$ cat config.mk
export PLATFORM = sky130hd
export DESIGN_NAME = reorder_reader
export DESIGN_NICKNAME = d
export VERILOG_FILES = /design/src/rtl/mp3_reorder_pkg.sv /design/src/rtl/sfb_width_rom.sv /design/src/rtl/reorder_reader.sv
export SDC_FILE = /design/constraint.sdc
export NUM_CORES = 1
export LEC_CHECK = 0
export BUFFER_PORTS_ARGS = -buffer_cell sky130_fd_sc_hd__buf_2
export CAP_MARGIN = 20
export CORE_AREA = 2 2 119 121
export DETAILED_ROUTE_END_ITERATION = 10
export DIE_AREA = 0 0 121 123
export SLEW_MARGIN = 30
export SYNTH_ARGS = -nofsm -noshare
export SYNTH_HDL_FRONTEND = slang
export SYNTH_SLANG_ARGS = --single-unit
$ cat constraint.sdc
create_clock -name clk -period 5.3 [get_ports clk]
set_input_delay 1.59 -clock clk [delete_from_list [all_inputs] [get_ports clk]]
set_output_delay 1.59 -clock clk [all_outputs]
set_load 0.05 [all_outputs]
$ cat src/rtl/mp3_reorder_pkg.sv
`default_nettype none
// ============================================================================
//  Module      : mp3_reorder_pkg
//  Description : Shared constants, short-block scalefactor-band width tables
//                and FSM state encoding for the granule reorder read side.
//  Revision    : 1.0  initial release
// ============================================================================
package mp3_reorder_pkg;

    localparam int GRANULE_SAMPLES    = 576;
    localparam int MIXED_LONG_SAMPLES = 36;
    localparam int SHORT_SFB_COUNT    = 13;

    // In mixed blocks the long part covers exactly short bands 0..2
    // (3 windows x 3 bands x 4 lines = 36), so the short walk resumes at band 3.
    localparam int MIXED_FIRST_SFB    = 3;

    // Short-block band widths, indexed [rate][sfb]; rate 0=44.1k, 1=48k, 2=32k.
    // Every row sums to 192 = 576/3.
    localparam logic [6:0] SHORT_SFB_WIDTH [3][13] = '{
        '{7'd4, 7'd4, 7'd4, 7'd4, 7'd6, 7'd8, 7'd10, 7'd12, 7'd14, 7'd18, 7'd22, 7'd30, 7'd56},
        '{7'd4, 7'd4, 7'd4, 7'd4, 7'd6, 7'd6, 7'd10, 7'd12, 7'd14, 7'd16, 7'd20, 7'd26, 7'd66},
        '{7'd4, 7'd4, 7'd4, 7'd4, 7'd6, 7'd8, 7'd12, 7'd16, 7'd20, 7'd26, 7'd34, 7'd42, 7'd12}
    };

    typedef enum logic [1:0] {
        ST_IDLE = 2'd0,
        ST_RUN  = 2'd1,
        ST_DONE = 2'd2
    } state_t;

endpackage
`default_nettype wire

$ cat src/rtl/sfb_width_rom.sv
`default_nettype none
// ============================================================================
//  Module      : sfb_width_rom
//  Description : Combinational lookup of a short-block scalefactor-band width.
//  Ports       : sfreq  in  2  sample-rate code (3 is treated as 44.1k)
//                sfb    in  4  short band index 0..12
//                width  out 7  band width in lines (0 for sfb > 12)
//  Revision    : 1.0  initial release
// ============================================================================
module sfb_width_rom
    import mp3_reorder_pkg::*;
(
    input  logic [1:0] sfreq,
    input  logic [3:0] sfb,
    output logic [6:0] width
);

    logic [1:0] w_rate;

    always_comb begin
        w_rate = (sfreq == 2'd3) ? 2'd0 : sfreq;
        width  = 7'd0;
        // Index 13 is probed after the last band of a granule; answer 0 there.
        if (sfb < 4'(SHORT_SFB_COUNT)) begin
            width = SHORT_SFB_WIDTH[w_rate][sfb];
        end
    end

endmodule
`default_nettype wire

$ cat src/rtl/reorder_reader.sv
`default_nettype none
// ============================================================================
//  Module      : reorder_reader
//  Description : Read-side address generator for the granule sample buffer.
//                Walks output positions 0..SAMPLES-1 in frequency order and
//                emits the buffer address holding each sample: identity for
//                long blocks, (sfb, freq, window) interleave for short blocks,
//                identity-then-interleave for mixed blocks.
//  Ports       : clk, rst_n (async, active low)
//                start, grch_in, window_switching_flag, block_type,
//                mixed_block_flag, sfreq          - granule request/side info
//                rd_ready                         - downstream accept
//                rd_addr, out_idx, grch_out, rd_v - registered beat
//                busy, done                       - status
//  Revision    : 1.0  initial release
// ============================================================================
module reorder_reader
    import mp3_reorder_pkg::*;
#(
    parameter int SAMPLES = 576,
    parameter int ADDR_W  = 10
) (
    input  logic              clk,
    input  logic              rst_n,
    input  logic              start,
    input  logic [1:0]        grch_in,
    input  logic              window_switching_flag,
    input  logic [1:0]        block_type,
    input  logic              mixed_block_flag,
    input  logic [1:0]        sfreq,
    input  logic              rd_ready,
    output logic [ADDR_W-1:0] rd_addr,
    output logic [ADDR_W-1:0] out_idx,
    output logic [1:0]        grch_out,
    output logic              rd_v,
    output logic              busy,
    output logic              done
);

    localparam logic [ADDR_W-1:0] c_last_idx  = ADDR_W'(SAMPLES - 1);
    localparam logic [ADDR_W-1:0] c_mixed_end = ADDR_W'(MIXED_LONG_SAMPLES - 1);
    localparam logic [ADDR_W-1:0] c_mixed_base = ADDR_W'(MIXED_LONG_SAMPLES);

    // ------------------------------------------------------------------
    // State
    // ------------------------------------------------------------------
    state_t            r_state;
    logic [1:0]        r_grch;
    logic [1:0]        r_sfreq;
    logic              r_mixed;     // short+mixed granule
    logic              r_ident;     // current beat uses identity addressing
    logic [3:0]        r_sfb;
    logic [6:0]        r_freq;
    logic [1:0]        r_win;
    logic [6:0]        r_w;         // width of band r_sfb
    logic [ADDR_W-1:0] r_base;      // 3 * start(r_sfb)
    logic [ADDR_W-1:0] r_rd_addr;
    logic [ADDR_W-1:0] r_out_idx;
    logic              r_rd_v;
    logic              r_busy;
    logic              r_done;

    // ------------------------------------------------------------------
    // Width lookup. In IDLE it resolves the first band of the incoming
    // granule; in RUN it pre-fetches the width of the following band so the
    // next address is ready when the current band ends.
    // ------------------------------------------------------------------
    logic              w_start_short;
    logic              w_start_mixed;
    logic [1:0]        w_rom_sfreq;
    logic [3:0]        w_rom_sfb;
    logic [6:0]        w_rom_width;

    always_comb begin
        w_start_short = window_switching_flag && (block_type == 2'd2);
        w_start_mixed = w_start_short && mixed_block_flag;
        w_rom_sfreq   = r_sfreq;
        w_rom_sfb     = r_sfb + 4'd1;
        if (r_state == ST_IDLE) begin
            w_rom_sfreq = sfreq;
            w_rom_sfb   = w_start_mixed ? 4'(MIXED_FIRST_SFB) : 4'd0;
        end
    end

    sfb_width_rom u_sfb_width_rom (
        .sfreq (w_rom_sfreq),
        .sfb   (w_rom_sfb),
        .width (w_rom_width)
    );

    // ------------------------------------------------------------------
    // Next short-walk position (window innermost, then freq, then band)
    // and the address of that position.
    // ------------------------------------------------------------------
    logic              w_last_win;
    logic              w_last_freq;
    logic              w_sfb_end;
    logic [1:0]        w_win_n;
    logic [6:0]        w_freq_n;
    logic [3:0]        w_sfb_n;
    logic [6:0]        w_w_n;
    logic [ADDR_W-1:0] w_w3;
    logic [ADDR_W-1:0] w_base_n;
    logic [ADDR_W-1:0] w_win_off;
    logic [ADDR_W-1:0] w_addr_n;

    always_comb begin
        w_last_win  = (r_win == 2'd2);
        w_last_freq = (r_freq == (r_w - 7'd1));
        w_sfb_end   = w_last_win && w_last_freq;

        w_win_n  = w_last_win ? 2'd0 : (r_win + 2'd1);
        w_freq_n = r_freq;
        if (w_last_win) begin
            w_freq_n = w_last_freq ? 7'd0 : (r_freq + 7'd1);
        end
        w_sfb_n  = w_sfb_end ? (r_sfb + 4'd1) : r_sfb;
        w_w_n    = w_sfb_end ? w_rom_width : r_w;

        // 3w = 2w + w
        w_w3     = ADDR_W'({r_w, 1'b0}) + ADDR_W'(r_w);
        w_base_n = w_sfb_end ? (r_base + w_w3) : r_base;

        // win * w with win in 0..2
        case (w_win_n)
            2'd0:    w_win_off = '0;
            2'd1:    w_win_off = ADDR_W'(w_w_n);
            default: w_win_off = ADDR_W'({w_w_n, 1'b0});
        endcase

        w_addr_n = w_base_n + w_win_off + ADDR_W'(w_freq_n);
    end

    // ------------------------------------------------------------------
    // Control FSM with registered outputs
    // ------------------------------------------------------------------
    always_ff @(posedge clk or negedge rst_n) begin
        if (!rst_n) begin
            r_state   <= ST_IDLE;
            r_grch    <= 2'd0;
            r_sfreq   <= 2'd0;
            r_mixed   <= 1'b0;
            r_ident   <= 1'b0;
            r_sfb     <= 4'd0;
            r_freq    <= 7'd0;
            r_win     <= 2'd0;
            r_w       <= 7'd0;
            r_base    <= '0;
            r_rd_addr <= '0;
            r_out_idx <= '0;
            r_rd_v    <= 1'b0;
            r_busy    <= 1'b0;
            r_done    <= 1'b0;
        end else begin
            case (r_state)
                ST_IDLE: begin
                    r_done <= 1'b0;
                    if (start) begin
                        r_state   <= ST_RUN;
                        r_grch    <= grch_in;
                        r_sfreq   <= sfreq;
                        r_mixed   <= w_start_mixed;
                        // Long blocks stay in identity for the whole granule;
                        // mixed blocks leave it after the long part.
                        r_ident   <= !w_start_short || w_start_mixed;
                        r_sfb     <= w_start_mixed ? 4'(MIXED_FIRST_SFB) : 4'd0;
                        r_freq    <= 7'd0;
                        r_win     <= 2'd0;
                        r_w       <= w_rom_width;
                        r_base    <= w_start_mixed ? c_mixed_base : '0;
                        // Position 0 maps to address 0 in every mode.
                        r_rd_addr <= '0;
                        r_out_idx <= '0;
                        r_rd_v    <= 1'b1;
                        r_busy    <= 1'b1;
                    end
                end

                ST_RUN: begin
                    if (r_rd_v && rd_ready) begin
                        if (r_out_idx == c_last_idx) begin
                            r_state   <= ST_DONE;
                            r_rd_v    <= 1'b0;
                            r_busy    <= 1'b0;
                            r_done    <= 1'b1;
                            r_rd_addr <= '0;
                            r_out_idx <= '0;
                        end else begin
                            r_out_idx <= r_out_idx + ADDR_W'(1);
                            if (r_ident) begin
                                // The short walk was pre-positioned at band 3,
                                // base 36, so its first address (36) matches
                                // the identity continuation and no extra
                                // step is needed at the hand-over.
                                r_rd_addr <= r_out_idx + ADDR_W'(1);
                                if (r_mixed && (r_out_idx == c_mixed_end)) begin
                                    r_ident <= 1'b0;
                                end
                            end else begin
                                r_win     <= w_win_n;
                                r_freq    <= w_freq_n;
                                r_sfb     <= w_sfb_n;
                                r_w       <= w_w_n;
                                r_base    <= w_base_n;
                                r_rd_addr <= w_addr_n;
                            end
                        end
                    end
                end

                ST_DONE: begin
                    r_state <= ST_IDLE;
                    r_done  <= 1'b0;
                end

                default: begin
                    r_state <= ST_IDLE;
                end
            endcase
        end
    end

    assign rd_addr  = r_rd_addr;
    assign out_idx  = r_out_idx;
    assign grch_out = r_grch;
    assign rd_v     = r_rd_v;
    assign busy     = r_busy;
    assign done     = r_done;

endmodule
`default_nettype wire

==> results_dict.tcl, run 1 <==
set metrics [dict create \
    fin_crit_ns 5.08 \
    io-pin-count 37 \
    timing.hold.ws_ns 0.486 \
    clockRootBuffer "sky130_fd_sc_hd__clkbuf_16" \
    detailedPlace.worstSlack_ns -0.428 \
    run_status "completed" \
    worstPathArrival_ns 5.29 \
    syn_inst 505 \
    r2r_setup_slack_ns 0.64 \
    fin_worst_skew_ns 0.00634 \
    final_design_area_no_fill_um2 5430 \
    fp-row-count 43 \
    finish.net_count 606 \
    vdd_drop_max_v 0.000269 \
    hold_viol_final 0 \
    final-instance-count-excl-fill 730 \
    period_share 0.958 \
    syn_avg_cell_area_um2 9.27 \
    starting_drt_drc_count 185 \
    cts_sink_count 60 \
    critPathRequiredTime_ns 5.52 \
    synth.distinct_cells 62 \
    grt_antenna_before_repair 0 \
    worst_pin_slew_ns 0.832 \
    layout.cells.most_common_list "sky130_fd_sc_hd__dfrtp_1, sky130_fd_sc_hd__nand2_1, sky130_fd_sc_hd__o21ai_0" \
    critical-path-slowest-cell "sky130_fd_sc_hd__fa_1" \
    ctsLongestPathBuffers 2 \
    timing.critical_path.to_type "flip-flop" \
    place_inst 714 \
    wirelength_um 11900 \
    area.growth.synth_to_final_pct 15.9 \
    ys_seq_elements 60 \
    largest_fanout_on_the_critical_path 3 \
    final_antenna_net_count 0 \
    most_common_cell_after_layout_fill_and_taps_aside "sky130_fd_sc_hd__dfrtp_1" \
    core_region_area_um2 13600 \
    start_util 0.344 \
    min_delay_path_depth 2 \
    chipWidth_um 121 \
    worst_setup_path_start_kind "input pin" \
    vias 3875 \
    power_per_cell_area_nw_per_um2 479 \
    first_global_vias 3921 \
    cp_cell_sequence "buf_2, nand2_1, nand2_1, inv_1, ha_1, nor2_2, a21oi_1, a22oi_1, o311ai_2, buf_4, mux2i_4, o22ai_2, fa_1, ha_1, inv_1, fa_1, nor2b_2, o21ai_1, a21oi_2, buf_4, nor2_1, xor2_1, o21ai_0, a22o_1" \
    ctsHoldBuffers 0 \
    dominantRegCellSynth "sky130_fd_sc_hd__dfrtp_1" \
    grt_start_max_net_pins 37 \
    die_height_um 123 \
    die_area_um2 14900 \
    maxSlewViolCount 0 \
    relSlewSlack 0.445 \
    grt_overflow 0 \
    synth_fp_nets 565 \
    cts_tree "yes" \
    synth-async-reset-ratio 1.00 \
    cellLeakagePower_nw 2.53 \
    timing.hold.worst.class "flip-flop to flip-flop" \
    first_pass_iters 4 \
    layout_setup_ws_ns 0.224 \
    numCtsBuffers 9 \
    syn_area_um2 4680 \
    synth.yosys.seq_area_share 0.321 \
    grt_first_pass_wirelength_um 19800 \
    cts.reportedPaths.clkPinSlew_ns 0.05 \
    gp_congestion 0.881 \
    h_tree_lvl_count 3 \
    max_cap_viol_count 0 \
    synth_enable_flop_cells 0 \
    fmaxAchievable_mhz 197 \
    cp_slowest_stage_delay_ns 0.51 \
    buffer_ports.inserted 36 \
    final-setup-viol-count 0 \
    drc 0 \
    groute.usage.overall 0.169 \
    clock_insertion_delay_worst_skew_ns 0.33 \
    place_area_um2 5110 \
    route.detailed.vias_per_inst 5.31 \
    path_class "input pin to flip-flop" \
    ys.warnings.count 0 \
    final_layout_size_suffix_gt1_frac 0.182 \
    antenna-diode-count 0 \
    detailedPlacementHpwl_um 8720 \
    wl_per_cell_um 16.3 \
    worst-r2r-cell-count 19 \
]
==> per-stage QoR <==
step                      utilization  setup TNS, ns  total power, W
after global routing            0.399        -0.0365         0.00281
after global placement          0.375         -0.474         0.00199
after floorplan                     -              0         0.00168
after CTS                       0.395              0         0.00259
after detailed placement        0.375          -1.17         0.00203
final                           0.399              0         0.00260
==> where the power goes <==
group	total, W	leakage [nW]	internal [W]	switching [W]
Combinational	0.00137	1.61	0.000547	0.000819
Clock	0.000548	0.135	0.000338	0.000211
Sequential	0.000683	0.788	0.000550	0.000133
Total	0.00260	2.53	0.00144	0.00116
==> worst paths after layout <==
path,startpoint,endpoint
max in group asynchronous,rst_n,rd_addr[3]
min in group asynchronous,rst_n,r_sfreq[0]
worst max register to register,r_w[3],rd_addr[7]
worst min register to register,rd_addr[1],rd_addr[1]
worst max-delay path,sfreq[1],rd_addr[7]
worst min-delay path,rd_addr[1],rd_addr[1]
==> metal layers <==
layer	GRT usage	up-vias	part of all wire	wire length [um]
li1	-	1862	-	-
met1	0.228	1902	0.47	5590
met2	0.273	94	0.47	5560
met3	0.0291	17	0.045	539
met4	0.0647	0	0.018	215
met5	0	-	0	0
==> logic make-up (layout without fill, tap and decap cells) <==
group,count (synthesis),after routing,share of synthesized area
compound gates,135,135,0.195
xor+xnor,38,38,0.0740
flops,60,60,0.321
fa+ha+maj,48,48,0.152
buf+inv,46,91,0.0417
mux,23,23,0.0556
simple gates,155,155,0.161
==> state kept, by name, summed over array words and instances (netlist names) <==
signal / cells
r_freq: 7
busy: 1
r_state: 2
r_ident: 1
r_sfb: 4
r_w: 7
grch_out: 2
r_win: 2
r_base: 10
r_sfreq: 2
out_idx: 10
r_mixed: 1
done: 1
rd_addr: 10
==> synth_stat cells, types with 2 or more instances <==
library cell               number  area (um^2)
sky130_fd_sc_hd__a211oi_1       3         22.5
sky130_fd_sc_hd__a21o_1         6         45.0
sky130_fd_sc_hd__a21oi_1       25          125
sky130_fd_sc_hd__a22o_1        14          123
sky130_fd_sc_hd__a31oi_1        3         18.8
sky130_fd_sc_hd__a32o_1         3         30.0
sky130_fd_sc_hd__a32oi_1        2         17.5
sky130_fd_sc_hd__and2_1         4         25.0
sky130_fd_sc_hd__and3_1         8         50.1
sky130_fd_sc_hd__buf_2          3         15.0
sky130_fd_sc_hd__buf_6          2         22.5
sky130_fd_sc_hd__clkbuf_1      19         71.3
sky130_fd_sc_hd__dfrtp_1       60         1500
sky130_fd_sc_hd__fa_1          15          300
sky130_fd_sc_hd__ha_1          33          413
sky130_fd_sc_hd__inv_1         21         78.8
sky130_fd_sc_hd__mux2_2        14          158
sky130_fd_sc_hd__mux2i_1        8         80.1
sky130_fd_sc_hd__nand2_1       52          195
sky130_fd_sc_hd__nand2b_1      11         68.8
sky130_fd_sc_hd__nand3_1       10         50.1
sky130_fd_sc_hd__nand3b_1       2         15.0
sky130_fd_sc_hd__nand4b_1       2         17.5
sky130_fd_sc_hd__nor2_1        40          150
sky130_fd_sc_hd__nor2b_1        6         37.5
sky130_fd_sc_hd__nor3_1         8         40.0
sky130_fd_sc_hd__o21a_1         5         37.5
sky130_fd_sc_hd__o21ai_0       41          205
sky130_fd_sc_hd__o21ai_1        4         20.0
sky130_fd_sc_hd__o221ai_1       2         17.5
sky130_fd_sc_hd__o22ai_1        7         43.8
sky130_fd_sc_hd__o31ai_1        4         30.0
sky130_fd_sc_hd__o41ai_1        2         17.5
sky130_fd_sc_hd__or2_2          2         12.5
sky130_fd_sc_hd__or3_1          2         12.5
sky130_fd_sc_hd__xnor2_1       21          184
sky130_fd_sc_hd__xor2_1        16          140
==> critical path: cells and delay by family <==
family	cells	cell delay, ns
simple gates	5	0.47
buf+inv	5	0.54
mux	1	0.16
fa+ha+maj	4	1.28
xor+xnor	1	0.12
compound gates	8	1.14
==> layout make-up <==
type / count / area, um^2
Fill cell: 1345 / 8180
Multi-Input combinational cell: 399 / 3030
Sequential cell: 60 / 1500
Timing Repair Buffer: 55 / 323
Clock buffer: 13 / 260
Tap cell: 180 / 225
Inverter: 21 / 78.8
Clock inverter: 2 / 10.0
==> repair_timing <==
action / 4_1_cts / 5_1_grt
setup buffers: 0 / 1
endpoints found under the setup margin: 2 / 4
resized for setup: 1 / 9
pin swaps: 0 / 2
Power figures use the tool's default switching activity.
==> run 2, diff against run 1 <==
GPL_TIMING_DRIVEN = 0   (was default)
==> run 2 against run 1 <==
Via count up 1.1%; global-route usage up 0.15 points; total power up 4.2%; sequential cell count unchanged; worst setup slack worse by 0.032 ns; register-to-register slack worse by 0.12 ns; core utilization up 0.70 points; clock power up 18%; hold slack worse by 0.0089 ns; sequential share of layout area down 0.48 points; die area unchanged; sequential power down 3.7%.
==> results_dict.tcl, run 2 (synthesized netlist as in run 1, its figures left out) <==
set metrics [dict create \
    wl_per_cell_um 16.4 \
    timing.critical_path.to_type "flip-flop" \
    drc 0 \
    finish.net_count 616 \
    worst_pin_slew_ns 0.682 \
    cts_tree "yes" \
    grt_antenna_before_repair 0 \
    period_share 0.964 \
    ctsLongestPathBuffers 2 \
    power_per_cell_area_nw_per_um2 490 \
    vdd_drop_max_v 0.000286 \
    vias 3918 \
    largest_fanout_on_the_critical_path 4 \
    grt_first_pass_wirelength_um 19900 \
    core_region_area_um2 13600 \
    numCtsBuffers 9 \
    detailedPlacementHpwl_um 9040 \
    timing.hold.worst.class "flip-flop to flip-flop" \
    hold_viol_final 0 \
    cellLeakagePower_nw 2.53 \
    relSlewSlack 0.543 \
    critPathMostFrequentCell "sky130_fd_sc_hd__nand2_1" \
    timing.hold.ws_ns 0.477 \
    cp_cell_sequence "buf_2, nand2_1, nand2_1, inv_1, ha_1, nor2_1, a21oi_1, a22oi_2, o311ai_4, mux2i_1, o22ai_1, fa_1, ha_1, inv_1, fa_1, nor2b_1, o21ai_1, a21oi_2, o41ai_2, xnor3_1, o21ai_1, nand2_1" \
    area.growth.synth_to_final_pct 17.9 \
    grt_start_max_net_pins 47 \
    cts.reportedPaths.clkPinSlew_ns 0.06 \
    rsz0062_at_grt "no" \
    h_tree_lvl_count 3 \
    io-pin-count 37 \
    cts_sink_count 60 \
    die_height_um 123 \
    power.total_w 0.00271 \
    chipWidth_um 121 \
    layout.cells.most_common_list "sky130_fd_sc_hd__dfrtp_1, sky130_fd_sc_hd__nand2_1, sky130_fd_sc_hd__nor2_1, sky130_fd_sc_hd__o21ai_0, sky130_fd_sc_hd__buf_2" \
    final-setup-viol-count 0 \
    groute.usage.overall 0.171 \
    fin_crit_ns 5.11 \
    grt_overflow 0 \
    first_pass_iters 5 \
    worst_setup_path_start_kind "input pin" \
    fmaxAchievable_mhz 196 \
    fin_worst_skew_ns 0.00749 \
    start_util 0.344 \
    maxSlewViolCount 0 \
    die_area_um2 14900 \
    final.fill_count 1321 \
    gp_congestion 0.887 \
    clockRootBuffer "sky130_fd_sc_hd__clkbuf_16" \
    multiInputGateArea_um2 3040 \
    final_layout_size_suffix_gt1_frac 0.173 \
    route.detailed.vias_per_inst 5.29 \
    setup_total_negative_slack_ns 0 \
    wirelength_um 12200 \
    cp_slowest_stage_delay_ns 0.45 \
    path_class "input pin to flip-flop" \
    run_status "completed" \
    critPathRequiredTime_ns 5.53 \
    fp-row-count 43 \
    clock_insertion_delay_worst_skew_ns 0.34 \
    critical-path-slowest-cell "sky130_fd_sc_hd__fa_1" \
    buffer_ports.inserted 36 \
    starting_drt_drc_count 192 \
    most_common_cell_after_layout_fill_and_taps_aside "sky130_fd_sc_hd__dfrtp_1" \
    final_antenna_net_count 0 \
    antenna-diode-count 0 \
    worstPathArrival_ns 5.33 \
    max_cap_viol_count 0 \
    ff_latch_area_um2 1500 \
    first_global_vias 3925 \
]
-- run 2: metal layers --
layer	global-route usage	part of all wire
met1	0.223	0.45
met2	0.284	0.48
met3	0.0323	0.049
met4	0.0603	0.020
met5	0	0
-- run 2: what timing repair did --
item / in CTS / in global routing
hold buffers: 0 / 0
pin swaps: 0 / 2
setup endpoints to repair: 3 / 3
setup buffers: 0 / 4
gates resized for setup: 2 / 9
-- run 2: final timing paths --
kind,slack [ns],from,cells after the start,to
max,0.19,sfreq[1],22,rd_addr[9]
min,0.48,rd_addr[9],2,rd_addr[9]
max reg2reg,0.52,r_state[0],22,rd_addr[7]
min reg2reg,0.48,rd_addr[9],2,rd_addr[9]
max in group asynchronous,3.67,rst_n,2,rd_addr[4]
min in group asynchronous,1.12,rst_n,1,done
-- run 2: critical path: cells and delay by family --
| family | cells | cell delay [ns] |
|---|---|---|
| multiplexers | 1 | 0.17 |
| AND/OR/NAND/NOR | 5 | 0.36 |
| adder cells (fa/ha/maj) | 4 | 1.06 |
| XOR/XNOR | 1 | 0.29 |
| AO/OA/AOI/OAI | 8 | 1.57 |
| buffers and inverters | 3 | 0.28 |
-- run 2: power by group --
group,switching (W),internal [W]
logic,0.000869,0.000532
registers,0.000108,0.000550
clock network,0.000234,0.000414
-- run 2: metrics by stage --
stage	area (um^2)	utilization	instances	worst slack, ns
after floorplan	4680	-	505	0.329
after global placement	5090	0.374	721	-0.651
after detailed placement	5120	0.376	722	-0.670
after CTS	5450	0.401	737	0.0373
after global routing	5520	0.406	741	0.000822
final	5520	0.406	741	0.192
-- run 2: layout make-up --
type | count | share of cell area
buffer | 24 | 0.0204
clock buffer | 9 | 0.0408
sequential | 60 | 0.272
inverter | 21 | 0.0143
clock inverter | 7 | 0.0181
tap | 180 | 0.0408
timing repair buffer | 41 | 0.0435
multi-input combinational | 399 | 0.550
